**src/rtl/bilateral_filter_stream.sv**
```systemverilog
// bilateral_filter_stream: 3x3 edge-preserving bilateral filter on a stream of windows.
// Weights are spatial (1-2-1 kernel) times a range weight from |p[i]-centre| against a
// runtime-programmable sigma. The weighted sum is normalised by a restoring divider that
// produces one quotient bit per cycle.
// Optional feature macro: BILATERAL_EDGE_FLAG_EN adds out_edge (a neighbour got zero range weight).
//
// Handshakes: a transfer happens on a rising clk edge where valid && ready are both high.
// A producer holds valid and its data stable until that edge; ready may change freely.
// in_ready is high only in IDLE; out_valid is high only in OUTPUT, where out_pixel is stable.
module bilateral_filter_stream #(
  parameter int PIXEL_WIDTH   = 8,
  parameter int SIGMA_DEFAULT = 30
) (
  input  logic                     clk,
  input  logic                     rst_n,
  input  logic                     in_valid,
  output logic                     in_ready,
  input  logic [9*PIXEL_WIDTH-1:0] window_flat,
  input  logic                     sigma_load,
  input  logic [PIXEL_WIDTH-1:0]   sigma_in,
  output logic                     out_valid,
  input  logic                     out_ready,
  output logic [PIXEL_WIDTH-1:0]   out_pixel,
  output logic [2:0]               dbg_state
`ifdef BILATERAL_EDGE_FLAG_EN
  ,
  output logic                     out_edge
`endif
);

  localparam int PW = PIXEL_WIDTH;
  localparam int NW = PW + 6;             // weighted-sum width: 64 * (2^PW - 1) + 32 fits
  localparam int DW = 7;                  // denominator width: holds 16..64
  localparam int CW = $clog2(PW + 1);

  typedef enum logic [2:0] {IDLE, WEIGHT, ACCUM, DIVIDE, OUTPUT} state_t;

  state_t state, state_nxt;

  logic [PW-1:0] pix_q [9];
  logic [PW-1:0] sigma_q;
  logic [PW-1:0] sg_work;
  logic [4:0]    w_q [9];
  logic [4:0]    w_c [9];
  logic [NW-1:0] num_c;
  logic [NW-1:0] acc_c;
  logic [DW-1:0] den_c;
  logic [DW-1:0] den_q;
  logic [DW-2:0] rem_q;                   // remainder stays below den, so 6 bits suffice
  logic [PW-1:0] dvd_q;
  logic [PW-1:0] quot_q;
  logic [CW-1:0] bit_cnt;
  logic [DW-1:0] trial;
  logic [DW-1:0] rem_nxt;
  logic          q_bit;
  logic          last_bit;

  assign dbg_state = state;

  // Range weight from absolute difference to the centre; 2*sg compared at PW+1 bits.
  function automatic logic [2:0] range_w(input logic [PW-1:0] p, input logic [PW-1:0] c,
                                         input logic [PW-1:0] sg);
    logic [PW-1:0] d;
    logic [2:0]    r;
    d = (p >= c) ? (p - c) : (c - p);
    if (d <= (sg >> 1))                r = 3'd4;
    else if (d <= sg)                  r = 3'd2;
    else if ({1'b0, d} <= {sg, 1'b0})  r = 3'd1;
    else                               r = 3'd0;
    return r;
  endfunction

  // Per-tap weight: spatial kernel (corners 1, edges 2, centre 4) times range weight.
  always_comb begin
    for (int i = 0; i < 9; i++) begin
      logic [2:0] s;
      s = (i == 4) ? 3'd4 : (((i % 2) == 1) ? 3'd2 : 3'd1);
      w_c[i] = 5'(s) * 5'(range_w(pix_q[i], pix_q[4], sg_work));
    end
  end

  // Weighted sum and weight total from the registered weights, with rounding bias.
  always_comb begin
    num_c = '0;
    den_c = '0;
    for (int i = 0; i < 9; i++) begin
      num_c = num_c + NW'(w_q[i]) * NW'(pix_q[i]);
      den_c = den_c + DW'(w_q[i]);
    end
    acc_c = num_c + NW'(den_c >> 1);
  end

  // One restoring-division step: shift in the next dividend bit, subtract if it fits.
  always_comb begin
    trial    = {rem_q, dvd_q[PW-1]};
    q_bit    = (trial >= den_q);
    rem_nxt  = q_bit ? (trial - den_q) : trial;
    last_bit = (bit_cnt == CW'(PW - 1));
  end

  // State register.
  always_ff @(posedge clk or negedge rst_n) begin
    if (!rst_n) state <= IDLE;
    else        state <= state_nxt;
  end

  // Next-state and handshake outputs.
  always_comb begin
    state_nxt = state;
    in_ready  = 1'b0;
    out_valid = 1'b0;
    case (state)
      IDLE: begin
        in_ready = 1'b1;
        if (in_valid) state_nxt = WEIGHT;
      end
      WEIGHT: state_nxt = ACCUM;
      ACCUM:  state_nxt = DIVIDE;
      DIVIDE: if (last_bit) state_nxt = OUTPUT;
      OUTPUT: begin
        out_valid = 1'b1;
        if (out_ready) state_nxt = IDLE;
      end
      default: state_nxt = IDLE;
    endcase
  end

  // Programmable sigma; loadable at any time, only sampled when a window is accepted.
  always_ff @(posedge clk or negedge rst_n) begin
    if (!rst_n)          sigma_q <= PW'(SIGMA_DEFAULT);
    else if (sigma_load) sigma_q <= sigma_in;
  end

  // Datapath: capture window, register weights, prepare and run the divider, publish result.
  always_ff @(posedge clk or negedge rst_n) begin
    if (!rst_n) begin
      for (int i = 0; i < 9; i++) begin
        pix_q[i] <= '0;
        w_q[i]   <= '0;
      end
      sg_work   <= '0;
      den_q     <= '0;
      rem_q     <= '0;
      dvd_q     <= '0;
      quot_q    <= '0;
      bit_cnt   <= '0;
      out_pixel <= '0;
    end else begin
      case (state)
        IDLE: if (in_valid) begin
          for (int i = 0; i < 9; i++) pix_q[i] <= window_flat[i*PW +: PW];
          sg_work <= sigma_q;
        end
        WEIGHT: for (int i = 0; i < 9; i++) w_q[i] <= w_c[i];
        ACCUM: begin
          rem_q   <= acc_c[NW-1:PW];
          dvd_q   <= acc_c[PW-1:0];
          den_q   <= den_c;
          quot_q  <= '0;
          bit_cnt <= '0;
        end
        DIVIDE: begin
          rem_q   <= (DW-1)'(rem_nxt);
          dvd_q   <= dvd_q << 1;
          quot_q  <= PW'({quot_q, q_bit});
          bit_cnt <= bit_cnt + 1'b1;
          if (last_bit) out_pixel <= PW'({quot_q, q_bit});
        end
        default: ;
      endcase
    end
  end

`ifdef BILATERAL_EDGE_FLAG_EN
  logic edge_q;

  // Edge flag: any neighbour that received zero weight marks a strong edge.
  always_ff @(posedge clk or negedge rst_n) begin
    if (!rst_n) begin
      edge_q   <= 1'b0;
      out_edge <= 1'b0;
    end else begin
      if (state == WEIGHT) begin
        edge_q <= 1'b0;
        for (int i = 0; i < 9; i++)
          if (i != 4 && w_c[i] == 5'd0) edge_q <= 1'b1;
      end
      if (state == DIVIDE && last_bit) out_edge <= edge_q;
    end
  end
`endif

endmodule

```
**config.mk**
```make
export PLATFORM = sky130hd
export DESIGN_NAME = bilateral_filter_stream
export DESIGN_NICKNAME = d
export VERILOG_FILES = /design/src/rtl/bilateral_filter_stream.sv
export SDC_FILE = /design/constraint.sdc
export NUM_CORES = 1
export LEC_CHECK = 0
export CORE_MARGIN = 2
export CORE_UTILIZATION = 50
export CTS_CLUSTER_SIZE = 20
export DETAILED_ROUTE_END_ITERATION = 7
export PLACE_DENSITY = 0.69
export SETUP_SLACK_MARGIN = 0.02
export SYNTH_ARGS = -nofsm -noshare
export SYNTH_HDL_FRONTEND = slang
export SYNTH_SLANG_ARGS = --single-unit
```
**constraint.sdc**
```tcl
create_clock -name clk -period 11.35 [get_ports clk]
set_clock_uncertainty 0.1 [all_clocks]
set_input_delay 1.135 -clock clk [delete_from_list [all_inputs] [get_ports clk]]
set_output_delay 1.135 -clock clk [all_outputs]
set_load 0.02 [all_outputs]
```
==> impl_metrics.toml <==
[clock_network]
tritoncts = "built"
cts_setup_buffers = 0
clockBufferDepth = 2
cts-buffers-inserted = 17
cts-hold-fix-buffers = 0
cts.sinks = 156
clk_latency_ps = 510
path_clk_slew_ps = 90
cts-root-buf = "clkbuf_16"
htree_levels = 4
ctsResizeCount = 0

[final_layout]
fill_cells = 4141
area_growth_pct = 9.521
fin_cells = 3259
fin_util_pct = 55.22
drive_gt1_share_pct = 5.154
nNetsFinal = 3326

[outcome]
status = "finished clean"

[die]
die_w_um = 217.2
start_util_pct = 50.42
die_h_um = 217.2
die-area_um2 = 47190
placement_rows = 78
fp.coreArea_um2 = 45090
io_pins = 98

[synthesis]
syn_avg_cell_area_um2 = 8.808
ys_seq_elements = 156
yosys.cell_types.count = 74
synth-seq-area-share_pct = 17.19
synth_edf_count = 0
ys.flop_type = "dfrtp_1"
async_reset_ff_share_pct = 100.0
syn_area_um2 = 22730
synth_cells = 2581
synth-warning-count = 0

[critical_path]
cp.required_ps = 11630
cp.arrival_ps = 9420
critPathMaxFanout = 8
slowest_stage = "fa_1"
start_kind = "register"
cp-end-kind = "register"
path_common_cell = "fa_1"
slowest_delay_ps = 560
crit_type = "register to register"

[sta]
grt_setup_unrepaired = "no"
tightest_slew_ps = 1068
max_freq_ghz = 0.1095
whs_ps = 381.7
timing.final.crit_share_pct = 80.48
setup_viol = 0
period_needed_ps = 9134
slew_headroom_pct = 28.55
slew_violations = 0
tns_ps = 0
timing_hold_violations_final = 0

[global_routing]
grt_usage_pct = 29.40
grt_pass1_vias = 19730
grt_max_degree = 85
grt_overflow_total = 0
busiest_layer = "met2"
grtUsageMet3_pct = 6.359
grt_pass1_wl_um = 106300
met1_usage_pct = 37.46
grt_antenna_before_repair = 1
use_met2_pct = 46.22

[placed_design]
place_inst = 3227
port-buffer-count = 97
dp_hpwl_um = 52910
place.gp.congestion = 0.9598

[route]
wirelength_um = 66890
drc = 0
drtAntennaViolNets = 0
wl_per_cell_um = 20.52
via_count = 18940
via_per_inst = 5.810
drt_pass1_iterations = 6
drt-initial-drc-count = 1615

[run]
max_cap_viol_count = 0

[min_path]
hp-class = "register to register"
==> registers in the layout, summed over array words and instances, names as in the netlist <==
signal	count
dbg_state	3
quot_q	7
den_q	7
out_pixel	8
sigma_q	8
dvd_q	8
bit_cnt	4
sg_work	8
w_q	25
pix_q	72
rem_q	6
==> final cells by class <==
type	count	area, um2	area share, %
Tap cell	600	750.7	3.015
Clock buffer	17	425.4	1.709
Clock inverter	14	137.6	0.5528
Antenna cell	1	2.502	0.01005
Multi-Input combinational cell	1969	17080	68.61
Sequential cell	156	3909	15.70
Inverter	379	1423	5.714
Timing Repair Buffer	123	1167	4.688
==> kinds of logic after synthesis <==
logic type / after synthesis / share of synthesized area [%]
AO/OA/AOI/OAI: 532 / 14.96
XOR/XNOR: 92 / 3.544
adder cells (fa/ha/maj): 595 / 39.05
buffers and inverters: 462 / 7.771
flip-flops: 156 / 17.19
multiplexers: 91 / 4.260
other: 2 / 0.03303
AND/OR/NAND/NOR: 651 / 13.19
==> stage by stage <==
stage	setup WS (ps)	area, um2
5_1_grt	1821	24900
4_1_cts	2245	24900
3_3_place_gp	2447	24330
6_report	2216	24900
3_5_place_dp	2291	24330
2_1_floorplan	2740	22760
==> worst paths after layout <==
check | from | to | slack, ps | depth (start not counted)
max | w_q[12] | rem_q[2] | 2220 | 30
min | quot_q[6] | quot_q[6] | 380 | 2
max reg2reg | w_q[12] | rem_q[2] | 2220 | 30
min reg2reg | quot_q[6] | quot_q[6] | 380 | 2
max in group asynchronous | rst_n | pix_q[12] | 9090 | 2
min in group asynchronous | rst_n | pix_q[19] | 540 | 1
==> layout by cell type, fill, tap and decap left out, types with 26 or more instances in the layout <==
master / instances
mux2_2: 42
nand3_1: 41
nand2_1: 297
and2_1: 49
buf_4: 26
nor2_1: 108
a211oi_1: 33
a21oi_1: 127
mux2i_1: 48
o21a_1: 29
ha_1: 404
xnor2_1: 54
inv_1: 376
fa_1: 191
clkdlybuf4s50_1: 96
nand4_1: 53
nor2b_1: 29
o21ai_0: 191
a21o_1: 31
xor2_1: 38
dfrtp_1: 152
==> per-layer routing <==
layer | up-vias | part of all wire [%]
met5 | - | 0
met1 | 9220 | 43
met3 | 192 | 7.1
li1 | 8834 | -
met2 | 690 | 44
met4 | 0 | 5.7
==> Yosys cell counts, types with 29 or more instances <==
cell | number | area (um2)
a211oi_1 | 33 | 247.7
a21o_1 | 31 | 232.7
a21oi_1 | 127 | 635.6
and2_1 | 50 | 312.8
clkbuf_1 | 67 | 251.5
dfrtp_1 | 152 | 3804
fa_1 | 191 | 3824
ha_1 | 404 | 5055
inv_1 | 376 | 1411
mux2_2 | 42 | 473.0
mux2i_1 | 48 | 480.5
nand2_1 | 297 | 1115
nand3_1 | 41 | 205.2
nand4_1 | 53 | 331.6
nor2_1 | 108 | 405.4
nor2b_1 | 29 | 181.4
o21a_1 | 29 | 217.7
o21ai_0 | 191 | 955.9
xnor2_1 | 54 | 473.0
xor2_1 | 38 | 332.8
==> worst max-delay path, delay by kind of cell (launching register included) <==
family | cells | cell delay [ps]
xor gates and xnor gates | 2 | 390
AOI/OAI and AO/OA | 6 | 1170
adders and majority gates | 12 | 5760
muxes | 2 | 350
and+or+nand+nor | 1 | 200
buffers and inverters | 7 | 640
DFF | 1 | 400
Power is not shown: default switching activity piles up to over one toggle a cycle in this logic, so the estimate is an artifact.
